$ cat src/rtl/topk_merge_acc.sv
// Streaming top-K accumulator: merges each sorted input vector into a held
// descending top-K list and reports the list (plus beat count) at frame end.
module topk_merge_acc #(
  parameter int DATAWIDTH  = 8,
  parameter int DATALENGTH = 8,
  parameter int K          = 8,
  parameter int CNTWIDTH   = 16
) (
  input  logic                                  clk_i,
  input  logic                                  rst_i,
  input  logic                                  valid_i,
  input  logic                                  last_i,
  output logic                                  ready_o,
  input  logic [DATALENGTH-1:0][DATAWIDTH-1:0]  x_i,
  output logic                                  out_valid_o,
  input  logic                                  out_ready_i,
  output logic [K-1:0][DATAWIDTH-1:0]           y_o,
  output logic [CNTWIDTH-1:0]                   cnt_o
);

  localparam int LOG2K = $clog2(K);

  generate
    if (K != DATALENGTH) begin : g_bad_k
      $error("topk_merge_acc: K must equal DATALENGTH");
    end
    if ((DATALENGTH < 2) || ((1 << LOG2K) != DATALENGTH)) begin : g_bad_len
      $error("topk_merge_acc: DATALENGTH must be a power of 2 and >= 2");
    end
  endgenerate

  typedef enum logic [1:0] {IDLE, ACCUM, DONE} state_t;

  state_t                        state_q, state_d;
  logic [K-1:0][DATAWIDTH-1:0]   held_q, held_d;
  logic [K-1:0][DATAWIDTH-1:0]   y_q, y_d;
  logic [CNTWIDTH-1:0]           cnt_q, cnt_d;
  logic [CNTWIDTH-1:0]           cnt_out_q, cnt_out_d;
  logic [CNTWIDTH-1:0]           cnt_inc;
  logic [K-1:0][DATAWIDTH-1:0]   merged;
  logic                          accept;

  // Stage 0 is the reverse-max (bitonic, holds top-K of 2K); stages 1..LOG2K
  // are half-cleaners with the larger value moving to the lower index.
  logic [DATAWIDTH-1:0] stg [LOG2K+1][K];

  genvar gi, gs;
  generate
    for (gi = 0; gi < K; gi++) begin : g_rmax
      assign stg[0][gi] = (held_q[gi] > x_i[K-1-gi]) ? held_q[gi] : x_i[K-1-gi];
    end
    for (gs = 0; gs < LOG2K; gs++) begin : g_stage
      localparam int D = K >> (gs + 1);
      for (gi = 0; gi < K; gi++) begin : g_ce
        if ((gi & D) == 0) begin : g_hi
          assign stg[gs+1][gi] = (stg[gs][gi] >= stg[gs][gi+D]) ? stg[gs][gi] : stg[gs][gi+D];
        end else begin : g_lo
          assign stg[gs+1][gi] = (stg[gs][gi-D] >= stg[gs][gi]) ? stg[gs][gi] : stg[gs][gi-D];
        end
      end
    end
    for (gi = 0; gi < K; gi++) begin : g_out
      assign merged[gi] = stg[LOG2K][gi];
    end
  endgenerate

  assign ready_o     = (state_q != DONE);
  assign accept      = valid_i && ready_o;
  assign out_valid_o = (state_q == DONE);
  assign y_o         = y_q;
  assign cnt_o       = cnt_out_q;
  assign cnt_inc     = (cnt_q == '1) ? cnt_q : cnt_q + 1'b1;

  always_comb begin
    state_d   = state_q;
    held_d    = held_q;
    cnt_d     = cnt_q;
    y_d       = y_q;
    cnt_out_d = cnt_out_q;
    case (state_q)
      IDLE, ACCUM: begin
        if (accept) begin
          held_d = merged;
          cnt_d  = (state_q == IDLE) ? CNTWIDTH'(1) : cnt_inc;
          if (last_i) begin
            state_d   = DONE;
            y_d       = merged;
            cnt_out_d = cnt_d;
          end else begin
            state_d = ACCUM;
          end
        end
      end
      DONE: begin
        if (out_ready_i) begin
          state_d   = IDLE;
          held_d    = '0;
          cnt_d     = '0;
          y_d       = '0;
          cnt_out_d = '0;
        end
      end
      default: state_d = IDLE;
    endcase
  end

  always_ff @(posedge clk_i or posedge rst_i) begin
    if (rst_i) begin
      state_q   <= IDLE;
      held_q    <= '0;
      cnt_q     <= '0;
      y_q       <= '0;
      cnt_out_q <= '0;
    end else begin
      state_q   <= state_d;
      held_q    <= held_d;
      cnt_q     <= cnt_d;
      y_q       <= y_d;
      cnt_out_q <= cnt_out_d;
    end
  end

endmodule

$ cat config.mk
export PLATFORM = sky130hd
export DESIGN_NAME = topk_merge_acc
export DESIGN_NICKNAME = d
export VERILOG_FILES = /design/src/rtl/topk_merge_acc.sv
export SDC_FILE = /design/constraint.sdc
export NUM_CORES = 1
export LEC_CHECK = 0
export ABC_AREA = 1
export CAP_MARGIN = 30
export CELL_PAD_IN_SITES_DETAIL_PLACEMENT = 0
export CELL_PAD_IN_SITES_GLOBAL_PLACEMENT = 1
export CORE_ASPECT_RATIO = 0.75
export CORE_MARGIN = 1.5
export CORE_UTILIZATION = 40
export DETAILED_ROUTE_END_ITERATION = 6
export GPL_TIMING_DRIVEN = 0
export MAX_ROUTING_LAYER = met4
export PLACE_DENSITY_LB_ADDON = 0.1
export SLEW_MARGIN = 0
export SYNTH_ARGS = -nofsm -noshare
export SYNTH_HDL_FRONTEND = slang
export SYNTH_SLANG_ARGS = --single-unit
$ cat constraint.sdc
create_clock -name clk_i -period 8.9 [get_ports clk_i]
set_clock_uncertainty 0.2 [all_clocks]
set_input_delay 1.78 -clock clk_i [delete_from_list [all_inputs] [get_ports clk_i]]
set_output_delay 1.78 -clock clk_i [all_outputs]
set_load 0.01 [all_outputs]
==> metrics.txt, run 1 <==
Worst Path Required 9.06 ns; fin cells 2,840; Clock Sinks 162; Die H 169 µm; Post-synth top cells nand2_1, nand3_1, inv_1; synthesized area per cell 6.71 µm²; #FFs+latches synth 162; Worst Path Arrival 8.66 ns; largest area contributor in the netlist dfrtp_1; Synth async-reset ratio 100%; Port Buffers 150; slowest cell on the critical path clkdlybuf4s50_1; Longest Clk Path Bufs 2; vias in the first global route 14,437; initial antenna violation count 0; Fin. Hold Viols 0; ANT cells 0; setup_tns 0 ns; Finish-stage setup viols 0; layout cell share with drive strength beyond 1 10.1%; status finished, final reports clean; H-tree Lvls 4; Hold-fix buffers, CTS 0; clock latency reported for the late side of the worst-skew pair 0.48 ns; Final period util 95.5%; Synth Instances 2,189; sequential area share after synthesis 27.6%; total wire length 55.2 mm; Placed Cells 2,805; area share of the largest cell type after synthesis 27.6%; DP Wirelength 45.3 mm; area grow syn2layout 20.7%; CTS clk-pin slew, worst paths 0.07 ns; final critical-path required period 8.50 ns; Slew headroom 33.4%; max incr delay on CP 0.51 ns; Avg Vias per Cell 5.33; Initial DRC Count 1,448; Inserted Clock Buffers 17; Row Count 60; worst-path fanout max 10; hold_ws 0.282 ns; EDFF count, synth 0; Synth area leaders dfrtp_1, nand2_1, ha_1; Tot GR Track Use 30.7%; Core ar. 36,000 µm²; Syn Nets 2,412; Hold Path Class reg -> reg; Detailed Routing Iterations Pass 1 5; Yosys cell types 42; slack of the critical path 0.397 ns; synth warn 0; DR WL/cell 19.5 µm; Die Width 224 µm; startpoint types input port; Final GP Congestion 0.976; Initial Utilization 40.8%; ANT nets after route 0; Crit Path Category in -> reg; Least-Margin Pin Slew 0.999 ns; first-pass GRT wire length 85.0 mm; Max Clock Freq 118 MHz; final net count 2,585; synthesized area 14,700 µm²; gr ovfl total 0; # IOs 151; largest net degree at the start of global routing 100; CTS tree built; Die ar. 37,900 µm²; Via Count 15,147; clock root cell clkbuf_16; cell repeated most along the worst path nand2_1; Max Cap Violations 0; most common flop cell mapped by yosys dfrtp_1; CP endpoint kind flip-flop; max-slew violations 0; count leader, synth nand2_1; Post-Place Setup Slack -1.65 ns; drt drc 0
## worst max-delay path, delay by kind of cell
family          cells  cell delay [ns]
simple gates       19             2.31
buf+inv             8             1.73
compound gates      5             1.56
fa+ha+maj           4             1.23
## state kept, by name, indices dropped and copies added, names as in the netlist
register  cells
held_q       64
state_q       2
cnt_q        16
cnt_o        16
y_o          64
## timing repair
action / in CTS / in global routing
pin swaps: 3 / 3
gates resized for setup: 43 / 77
setup endpoints to repair: 128 / 128
buffers inserted: 7 / 3
hold endpoints to repair: 0 / 0
## cell families after synthesis
group | share of synthesized area, %
and+or+nand+nor | 40.9
AOI/OAI and AO/OA | 8.31
adders and majority gates | 13.1
xor gates and xnor gates | 0.119
DFF | 27.6
buffers and inverters | 9.92
## metal layers
metal / share of wire, % / vias up / track usage [%]
met3: 6.2 / 68 / 4.72
li1: - / 7499 / -
met2: 43 / 471 / 45.6
met5: 0 / - / -
met1: 49 / 7109 / 43.8
met4: 1.9 / 0 / 7.30
## final timing paths
check / startpoint / to / slack, ns / cells past startpoint
worst max-delay path: x_i[53] / y_o[7] / 0.40 / 36
worst min-delay path: y_o[43] / y_o[43] / 0.28 / 2
worst max register to register: held_q[25] / y_o[7] / 1.78 / 42
worst min register to register: y_o[43] / y_o[43] / 0.28 / 2
max in group asynchronous: rst_i / held_q[1] / 6.03 / 3
min in group asynchronous: rst_i / y_o[60] / 1.52 / 2
## cell type report
cell class / instances / area, µm²
Inverter: 283 / 1070
Buffer: 77 / 422
Timing Repair Buffer: 161 / 1600
Sequential cell: 162 / 4050
Multi-Input combinational cell: 1660 / 9380
Fill cell: 3766 / 18300
Clock buffer: 17 / 425
Clock inverter: 15 / 184
Tap cell: 465 / 582
## cell usage in the layout, fill, tap and decap left out, types with 6 or more instances in the layout
cell type	instances
nand2_1	668
nand3_1	367
inv_1	249
dfrtp_1	162
ha_1	154
clkdlybuf4s50_1	150
a21oi_1	80
o21ai_0	79
nor2_1	57
nand3_2	47
and2_1	34
nand2_4	30
clkbuf_1	29
o21ai_1	25
nand2_2	23
clkinv_1	20
buf_4	17
clkbuf_16	17
nor3_1	15
nand4_1	15
buf_2	15
inv_2	13
clkbuf_2	8
o21ai_2	8
clkbuf_4	8
a21oi_2	7
inv_8	7
buf_1	6
## metrics by stage
step / util [%] / instance area, µm²
finish: 49.2 / 17700
global route: 49.2 / 17700
CTS: 48.7 / 17600
detailed placement: 46.6 / 16800
floorplan: - / 14700
global placement: 46.5 / 16800
Power of run 1 is left out: the tool's default activity adds up to more than one toggle a clock period on the data nets, which glitch-free logic cannot reach.
==> run 2: changes to the inputs <==
==> constraint.sdc (replaced) <==
create_clock -name clk_i -period 8.9 [get_ports clk_i]
set_clock_uncertainty 0.2 [all_clocks]
set_input_delay 1.78 -clock clk_i [delete_from_list [all_inputs] [get_ports clk_i]]
set_output_delay 1.78 -clock clk_i [all_outputs]
set_load 0.02 [all_outputs]
==> results of run 2 <==
No change in the layout: final DEF, timing and power equal those of run 1.
Power of run 2 is left out for the same reason.
